==> config.mk <==
export PLATFORM = sky130hd
export DESIGN_NAME = tdm_demux8bit1to2
export DESIGN_NICKNAME = d
export VERILOG_FILES = /design/src/rtl/tdm_pkg.sv /design/src/rtl/tdm_idle_timer.sv /design/src/rtl/tdm_demux8bit1to2.sv
export SDC_FILE = /design/constraint.sdc
export NUM_CORES = 1
export LEC_CHECK = 0
export ABC_AREA = 1
export BUFFER_PORTS_ARGS = -buffer_cell sky130_fd_sc_hd__buf_2
export CAP_MARGIN = 15
export CORE_MARGIN = 4
export CORE_UTILIZATION = 53
export CTS_CLUSTER_SIZE = 8
export DETAILED_ROUTE_END_ITERATION = 12
export HOLD_SLACK_MARGIN = 0.05
export PLACE_DENSITY = 0.87
export SYNTH_ARGS = -nofsm -noshare
export SYNTH_HDL_FRONTEND = slang
export SYNTH_SLANG_ARGS = --single-unit
==> constraint.sdc <==
create_clock -name clk -period 1.6 [get_ports clk]
set_input_delay 0.32 -clock clk [delete_from_list [all_inputs] [get_ports clk]]
set_output_delay 0.32 -clock clk [all_outputs]
set_load 0.01 [all_outputs]
==> src/rtl/tdm_pkg.sv <==
// Shared definitions for the 2-channel TDM link (transmit mux and receive demux).
package tdm_pkg;

    localparam int unsigned TDM_DATA_W  = 8;
    localparam int unsigned TDM_TIMEOUT = 16;

    typedef enum logic [1:0] {
        HUNT  = 2'd0,
        EXP_A = 2'd1,
        EXP_B = 2'd2
    } tdm_state_e;

endpackage

==> src/rtl/tdm_idle_timer.sv <==
// Clearable idle-cycle counter; at_limit_o is high while the count sits at TIMEOUT-1,
// so the next idle cycle is the one that times out.
module tdm_idle_timer
    import tdm_pkg::*;
#(
    parameter int unsigned TIMEOUT = TDM_TIMEOUT
) (
    input  logic clk,
    input  logic rst,
    input  logic clear_i,
    input  logic inc_i,
    output logic at_limit_o
);

    localparam int unsigned         CNT_W = 8;
    localparam logic [CNT_W-1:0]    LIMIT = CNT_W'(TIMEOUT - 1);

    logic [CNT_W-1:0] cnt_q, cnt_d;
    logic             at_limit_q;

    always_comb begin
        cnt_d = cnt_q;
        if (clear_i) begin
            cnt_d = '0;
        end else if (inc_i) begin
            cnt_d = cnt_q + CNT_W'(1);
        end
    end

    always_ff @(posedge clk or posedge rst) begin
        if (rst) begin
            cnt_q      <= '0;
            at_limit_q <= 1'b0;
        end else begin
            cnt_q      <= cnt_d;
            at_limit_q <= (cnt_d == LIMIT);
        end
    end

    assign at_limit_o = at_limit_q;

endmodule

==> src/rtl/tdm_demux8bit1to2.sv <==
// Receive side of the 2-channel TDM link: frame-lock FSM, A/B capture registers.
// Optional frame/error counters are built when TDM_DEMUX_STATS_EN is defined.
module tdm_demux8bit1to2
    import tdm_pkg::*;
#(
    parameter int unsigned DATA_W  = TDM_DATA_W,
    parameter int unsigned TIMEOUT = TDM_TIMEOUT
) (
    input  logic              clk,
    input  logic              rst,
    input  logic [DATA_W-1:0] din,
    input  logic              din_valid,
    input  logic              din_sync,
    output logic [DATA_W-1:0] a_data,
    output logic              a_valid,
    output logic [DATA_W-1:0] b_data,
    output logic              b_valid,
    output logic              locked,
    output logic              sync_err
`ifdef TDM_DEMUX_STATS_EN
    ,
    output logic [7:0]        frame_cnt,
    output logic [7:0]        err_cnt
`endif
);

    tdm_state_e        state_q;
    logic [DATA_W-1:0] a_data_q, b_data_q;
    logic              a_valid_q, b_valid_q, locked_q, sync_err_q;
    logic              idle_c, expire_c, at_limit;

    // The counter only runs while locked and the link is quiet.
    assign idle_c   = (state_q != HUNT) && !din_valid;
    assign expire_c = idle_c && at_limit;

    tdm_idle_timer #(
        .TIMEOUT (TIMEOUT)
    ) u_idle_timer (
        .clk        (clk),
        .rst        (rst),
        .clear_i    (!idle_c || at_limit),
        .inc_i      (idle_c),
        .at_limit_o (at_limit)
    );

    always_ff @(posedge clk or posedge rst) begin
        if (rst) begin
            state_q    <= HUNT;
            a_data_q   <= '0;
            b_data_q   <= '0;
            a_valid_q  <= 1'b0;
            b_valid_q  <= 1'b0;
            locked_q   <= 1'b0;
            sync_err_q <= 1'b0;
        end else begin
            a_valid_q  <= 1'b0;
            b_valid_q  <= 1'b0;
            sync_err_q <= 1'b0;
            case (state_q)
                HUNT: begin
                    if (din_valid && din_sync) begin
                        a_data_q  <= din;
                        a_valid_q <= 1'b1;
                        state_q   <= EXP_B;
                        locked_q  <= 1'b1;
                    end
                end
                EXP_B: begin
                    if (din_valid && !din_sync) begin
                        b_data_q  <= din;
                        b_valid_q <= 1'b1;
                        state_q   <= EXP_A;
                    end else if (din_valid) begin
                        // A sync word here restarts the frame rather than dropping lock.
                        sync_err_q <= 1'b1;
                        a_data_q   <= din;
                        a_valid_q  <= 1'b1;
                    end else if (expire_c) begin
                        state_q  <= HUNT;
                        locked_q <= 1'b0;
                    end
                end
                EXP_A: begin
                    if (din_valid && din_sync) begin
                        a_data_q  <= din;
                        a_valid_q <= 1'b1;
                        state_q   <= EXP_B;
                    end else if (din_valid) begin
                        sync_err_q <= 1'b1;
                        state_q    <= HUNT;
                        locked_q   <= 1'b0;
                    end else if (expire_c) begin
                        state_q  <= HUNT;
                        locked_q <= 1'b0;
                    end
                end
                default: begin
                    state_q  <= HUNT;
                    locked_q <= 1'b0;
                end
            endcase
        end
    end

    assign a_data   = a_data_q;
    assign b_data   = b_data_q;
    assign a_valid  = a_valid_q;
    assign b_valid  = b_valid_q;
    assign locked   = locked_q;
    assign sync_err = sync_err_q;

`ifdef TDM_DEMUX_STATS_EN
    logic       b_take_c, err_c;
    logic [7:0] frame_cnt_q, err_cnt_q;

    assign b_take_c = (state_q == EXP_B) && din_valid && !din_sync;
    assign err_c    = din_valid && (((state_q == EXP_B) && din_sync) ||
                                    ((state_q == EXP_A) && !din_sync));

    // Counters advance on the same edge that raises the matching pulse.
    always_ff @(posedge clk or posedge rst) begin
        if (rst) begin
            frame_cnt_q <= '0;
            err_cnt_q   <= '0;
        end else begin
            if (b_take_c) frame_cnt_q <= frame_cnt_q + 8'(1);
            if (err_c)    err_cnt_q   <= err_cnt_q + 8'(1);
        end
    end

    assign frame_cnt = frame_cnt_q;
    assign err_cnt   = err_cnt_q;
`endif

endmodule

==> results.sh, run 1 <==
export IMPL_outcome="finished, final reports clean"
export IMPL_synth_warnings=0
export IMPL_slowest_stage_cell_cp="dfrtp_1"
export IMPL_worstHoldPathType="input pin to async pin"
export IMPL_layout_area_overhead_vs_synth_pct=20.2
export IMPL_numPortBuffers=31
export IMPL_fin_tns_setup_ps=0
export IMPL_finalCritPeriodShare_pct=94.2
export IMPL_drtPass1Iterations=5
export IMPL_clk_pin_slew_ps=100
export IMPL_cts_sinks=31
export IMPL_placement_rows=19
export IMPL_synthCells=176
export IMPL_cts_made_buffers=5
export IMPL_r2r_slack_ps=90
export IMPL_tritoncts="yes"
export IMPL_via_count_of_the_first_global_routing_pass=1192
export IMPL_timing_setup_critical_path_class="flip-flop to flip-flop"
export IMPL_clockRootBuffer="clkbuf_4"
export IMPL_ctsHoldBuffers=0
export IMPL_synth_distinct_cells=26
export IMPL_io_pins=32
export IMPL_power_leakage_nw=1.02
export IMPL_viasPerCell=4.88
export IMPL_detailed_route_wl_um=2980
export IMPL_cap_viol_max_count=0
export IMPL_die_area_um2=3860
export IMPL_die_width_um=62.2
export IMPL_timing_critical_path_arrival_ps=1730
export IMPL_period_needed_ps=1510
export IMPL_timing_worst_slew_pin_value_ps=376
export IMPL_timing_final_setup_violations=0
export IMPL_rr_startpoint="state_q[0]"
export IMPL_post_synthesis_sequential_area_ratio_pct=49.9
export IMPL_drt_iter0_drc=25
export IMPL_postSynthNetCount=193
export IMPL_setup_worst_path_end_class="flip-flop"
export IMPL_power_ir_vdd_worst_mv=1.44
export IMPL_synthesis_area_per_instance_um2=8.83
export IMPL_achievable_frequency_mhz=663
export IMPL_final_layout_size_suffix_gt1_share_pct=36.1
export IMPL_critical_path_max_fanout=5
export IMPL_final_hold_viol_count=0
export IMPL_yosys_register_bits=31
export IMPL_timing_critical_path_cells="buf_4 -> ha_1 -> or2_1 -> o21ai_0 -> a21oi_1 -> o21bai_1 -> o21ai_1"
export IMPL_global_route_wire_length_before_repair_um=5200
export IMPL_power_per_cell_area_nw_per_um2=1670
export IMPL_antenna_violating_nets_post_route=0
export IMPL_maxSlewHeadroom_pct=74.9
export IMPL_drcViolationCount=0
export IMPL_dp_hpwl_um=2240
export IMPL_required_worst_endpoint_ps=1820
export IMPL_crit_path_start="state_q[0]"
export IMPL_grt_max_degree=32
export IMPL_synth_cell_area_um2=1550
export IMPL_grt_overall_usage_pct=16.7
export IMPL_clock_insertion_delay_worst_skew_ps=330
export IMPL_route_vias_total=1220
export IMPL_clock_path_buffers=2
export IMPL_grt_overflow_total=0
export IMPL_grt_antenna_before_repair=0
export IMPL_place_gp_congestion=0.863
export IMPL_htree_levels=2
export IMPL_power_total_mw=3.12
export IMPL_initial_utilization_pct=55.9
export IMPL_drt_wl_cell_um=11.9
export IMPL_fp_coreArea_um2=2780
export IMPL_die_height_um=62.2
export IMPL_finalMaxSlewViolations=0
export IMPL_timing_critical_path_slowest_cell_delay_ps=420
export IMPL_worst_setup_path_start_kind="flip-flop"
export IMPL_finish_net_count=235
export IMPL_fin_skew_ps=7.35
export IMPL_antenna_cells=0
==> placed cells by master (no fill, tap or decap) <==
cell and count:
nor2_4 3, ha_1 4, nor2_1 7, nor2_2 4
clkbuf_4 5, o21ai_0 2, inv_4 1, o21bai_1 1
inv_1 28, o211ai_1 1, nand3_1 6, a21oi_1 5
nor3_2 1, or2_1 1, nand2_4 1, o31ai_2 1
xor2_1 1, o21ai_1 10, a21boi_1 1, buf_2 31
nand4_1 1, clkbuf_8 2, nand2_1 41, o21ai_2 10
ha_4 1, nand2_2 3, buf_4 6, nor2_8 1
dfrtp_1 31, clkinvlp_4 1, nand3_2 1, inv_2 7
==> layer usage <==
| metal | GRT usage [%] | vias up | share of wire, % |
|---|---|---|---|
| met4 | 4.07 | 0 | 1.0 |
| met2 | 26.6 | 46 | 46 |
| met1 | 21.0 | 538 | 44 |
| li1 | - | 631 | - |
| met5 | 0 | - | 0 |
| met3 | 6.85 | 5 | 8.6 |
==> metrics by stage <==
step / util [%] / worst slack (ps) / cell area (um^2) / hold WS (ps) / std cells
5_1_grt: 67.2 / -7.34 / 1870 / 79.0 / 250
2_1_floorplan: - / 123 / 1550 / 398 / 176
6_report: 67.2 / 92.8 / 1870 / 40.7 / 250
3_5_place_dp: 63.4 / 52.5 / 1760 / 422 / 241
3_3_place_gp: 63.4 / 80.7 / 1760 / 408 / 241
4_1_cts: 66.0 / 42.0 / 1840 / 58.7 / 249
==> cells in the mapped netlist (all sizes together) <==
cell type | number | area [um^2]
buf | 2 | 22.5
nand2 | 45 | 184
a21boi | 1 | 7.51
o21ai | 22 | 148
nand4 | 1 | 6.26
o21bai | 1 | 7.51
nor3 | 1 | 10.0
a21oi | 5 | 25.0
inv | 36 | 135
dfrtp | 31 | 776
or2 | 1 | 6.26
nor2 | 15 | 95.1
o211ai | 1 | 7.51
o31ai | 1 | 12.5
nand3 | 7 | 40.0
ha | 5 | 62.6
xor2 | 1 | 8.76
==> power by group <==
part | leakage (nW) | internal [mW] | switching, mW
sequential | 0.400 | 1.04 | 0.152
combinational | 0.582 | 0.590 | 0.809
clock | 0.0375 | 0.257 | 0.270
total | 1.02 | 1.89 | 1.23
==> sequential cells by signal (all words and copies together), names as in the netlist <==
signal	count
a_data	8
a_valid	1
b_data	8
b_valid	1
locked	1
state_q	2
sync_err	1
u_idle_timer.at_limit_o	1
u_idle_timer.cnt_q	8
==> logic make-up after synthesis <==
| kind of cell | synth area share (%) |
|---|---|
| compound gates | 13.4 |
| xor+xnor | 0.564 |
| fa+ha+maj | 4.03 |
| buf+inv | 10.1 |
| flops | 49.9 |
| simple gates | 22.0 |
==> worst paths after layout <==
| check | end | cells past startpoint |
|---|---|---|
| min in group clk | b_valid | 2 |
| worst min register to register | b_data[5] | 2 |
| max in group asynchronous | a_data[6] | 3 |
| worst min-delay path | a_data[1] | 3 |
| worst max register to register | state_q[1] | 7 |
| worst max-delay path | state_q[1] | 7 |
==> worst max-delay path: cells and delay by family (launching register included) <==
kind,cells,cell delay [ps]
AOI/OAI and AO/OA,4,330
adders and majority gates,1,240
DFF,1,420
and+or+nand+nor,1,250
buffers and inverters,1,150
==> repair_timing <==
item                                    4_1_cts  5_1_grt
setup buffers                                 0        1
endpoints found under the setup margin        0       11
gates resized for setup                       0        7
==> final cells by class <==
cell class / count / area, um^2
Timing Repair Buffer: 37 / 200
Inverter: 36 / 138
Multi-Input combinational cell: 107 / 643
Tap cell: 31 / 38.8
Fill cell: 224 / 913
Sequential cell: 31 / 776
Clock buffer: 7 / 65.1
Clock inverter: 1 / 7.51
Note: power is estimated with default switching activity, not from simulation.
==> run 2, diff against run 1 <==
Settings changed: BUFFER_PORTS_ARGS -buffer_cell sky130_fd_sc_hd__buf_2 to -buffer_cell sky130_fd_sc_hd__clkbuf_2, CTS_CLUSTER_SIZE 8 to 14, GPL_ROUTABILITY_DRIVEN from default to 0.
==> run 2 against run 1 <==
Core utilization rose by 0.72 points. Sequential power is essentially flat. Sequential cell count unchanged. Combinational power about the same. Clock-buffer cell count stayed put. Sequential share of layout area is 0.44 points lower. Clock power increased by 2%. Critical path depth did not move. Fmax rose by 3.1%. Critical path type unchanged.
==> results.sh, run 2 (same netlist as run 1, synthesis figures left out) <==
export IMPL_outcome="finished, final reports clean"
export IMPL_grt_overflow_total=0
export IMPL_tritoncts="yes"
export IMPL_drtPass1Iterations=4
export IMPL_required_worst_endpoint_ps=1830
export IMPL_drcViolationCount=0
export IMPL_clock_path_buffers=2
export IMPL_layout_cells_most_common="nand2_1"
export IMPL_antenna_cells=0
export IMPL_grt_max_degree=32
export IMPL_global_route_wire_length_before_repair_um=5410
export IMPL_achievable_frequency_mhz=684
export IMPL_cts_sinks=31
export IMPL_finalMaxSlewViolations=0
export IMPL_power_leakage_nw=1.02
export IMPL_timing_critical_path_arrival_ps=1690
export IMPL_gr_max_usage_layer="met2"
export IMPL_critical_path_depth=7
export IMPL_fp_coreArea_um2=2780
export IMPL_setup_repair_after_global_routing_missed_its_margin="no"
export IMPL_hold_path_depth=3
export IMPL_worst_r2r_cell_count=7
export IMPL_clockRootBuffer="clkbuf_4"
export IMPL_layout_area_overhead_vs_synth_pct=21.5
export IMPL_finalCritPeriodShare_pct=91.3
export IMPL_worst_setup_path_start_kind="flip-flop"
export IMPL_drt_iter0_drc=30
export IMPL_worstHoldPathType="input pin to flip-flop"
export IMPL_drt_wl_cell_um=12.2
export IMPL_cap_viol_max_count=0
export IMPL_fin_skew_ps=7.09
export IMPL_final_hold_viol_count=0
export IMPL_fin_tns_setup_ps=0
export IMPL_io_pins=32
export IMPL_cts_made_buffers=5
export IMPL_gr_usage_met1_pct=21.0
export IMPL_final_cell_mix="41 x nand2_1, 31 x dfrtp_1, 31 x clkbuf_2"
export IMPL_slowest_stage_cell_cp="dfrtp_1"
export IMPL_detailed_route_wl_um=3070
export IMPL_via_count_of_the_first_global_routing_pass=1224
export IMPL_viasPerCell=4.95
export IMPL_crit_family="flip-flops"
export IMPL_clk_pin_slew_ps=100
export IMPL_r2r_slack_ps=140
export IMPL_clock_insertion_delay_worst_skew_ps=330
export IMPL_setup_worst_path_end_class="flip-flop"
export IMPL_timing_worst_slew_pin_value_ps=374
export IMPL_power_ir_vdd_worst_mv=1.21
export IMPL_timing_final_setup_violations=0
export IMPL_timing_setup_critical_path_class="flip-flop to flip-flop"
export IMPL_dpl_cell_area_um2=1760
export IMPL_post_route_cell_area_um2=1890
export IMPL_grt_overall_usage_pct=17.4
export IMPL_route_vias_total=1242
export IMPL_die_width_um=62.2
export IMPL_layout_filler_cells=227
export IMPL_initial_utilization_pct=55.9
export IMPL_die_height_um=62.2
export IMPL_path_buf_inv=1
export IMPL_htree_levels=2
export IMPL_timing_critical_path_slowest_cell_delay_ps=420
export IMPL_maxSlewHeadroom_pct=75.1
export IMPL_placement_rows=19
export IMPL_antenna_violating_nets_post_route=0
export IMPL_finish_net_count=236
export IMPL_critical_path_max_fanout=5
export IMPL_final_layout_size_suffix_gt1_share_pct=36.8
export IMPL_dp_hpwl_um=2330
export IMPL_grt_antenna_before_repair=0
export IMPL_period_needed_ps=1460
export IMPL_power_per_cell_area_nw_per_um2=1670
export IMPL_timing_critical_path_cells="buf_4 -> ha_2 -> or2_1 -> o21ai_0 -> a21oi_1 -> o21bai_1 -> o21ai_1"
export IMPL_numPortBuffers=31
export IMPL_die_area_um2=3860
export IMPL_met2_usage_pct=28.6
export IMPL_grt_met3_usage_pct=5.77
-- run 2: what timing repair did --
action / 4_1_cts / 5_1_grt
pin swaps: 1 / 0
gates resized for setup: 0 / 10
endpoints found under the setup margin: 1 / 10
hold endpoints to repair: 31 / 0
hold buffers: 1 / 0
buffers inserted: 1 / 0
-- run 2: routing by layer --
| layer | part of all wire (%) | wire [um] | vias to the layer above |
|---|---|---|---|
| met3 | 6.2 | 191 | 11 |
| met5 | 0 | 0 | - |
| li1 | - | - | 628 |
| met2 | 47 | 1430 | 43 |
| met4 | 2.5 | 76 | 0 |
| met1 | 45 | 1370 | 560 |
-- run 2: worst paths after layout --
kind / startpoint / to
max reg2reg: state_q[0] / state_q[1]
min: din[7] / b_data[7]
max in group asynchronous: rst / b_data[2]
min reg2reg: b_data[5] / b_data[5]
min in group asynchronous: rst / a_data[5]
max: state_q[0] / state_q[1]
-- run 2: worst register-to-register path, cell delays in order, from the launching register on --
cell and delay, ps:
dfrtp_1 420, buf_4 150, ha_2 200, or2_1 240, o21ai_0 90, a21oi_1 70, o21bai_1 110, o21ai_1 70
-- run 2: cell type report --
class	count	area (um^2)	share of cell area, %
Sequential cell	31	776	41.1
Multi-Input combinational cell	107	653	34.6
Timing Repair Buffer	38	210	11.1
Inverter	36	138	7.29
Clock buffer	7	65.1	3.45
Tap cell	31	38.8	2.05
Clock inverter	1	7.51	0.398
-- run 2: where the power goes --
| part | total (mW) | switching [mW] | internal, mW |
|---|---|---|---|
| logic | 1.42 | 0.826 | 0.590 |
| registers | 1.20 | 0.152 | 1.04 |
| clock network | 0.536 | 0.279 | 0.257 |
| total | 3.15 | 1.26 | 1.89 |
-- run 2: metrics by stage --
step	hold WS [ps]	power (mW)	utilization, %	worst slack, ps	cells
2_1_floorplan	398	2.08	-	123	176
3_3_place_gp	391	2.48	63.4	45.7	241
3_5_place_dp	395	2.55	63.4	5.23	241
4_1_cts	201	3.11	66.6	7.69	251
5_1_grt	207	3.40	67.9	14.2	251
6_report	227	3.15	67.9	138	251
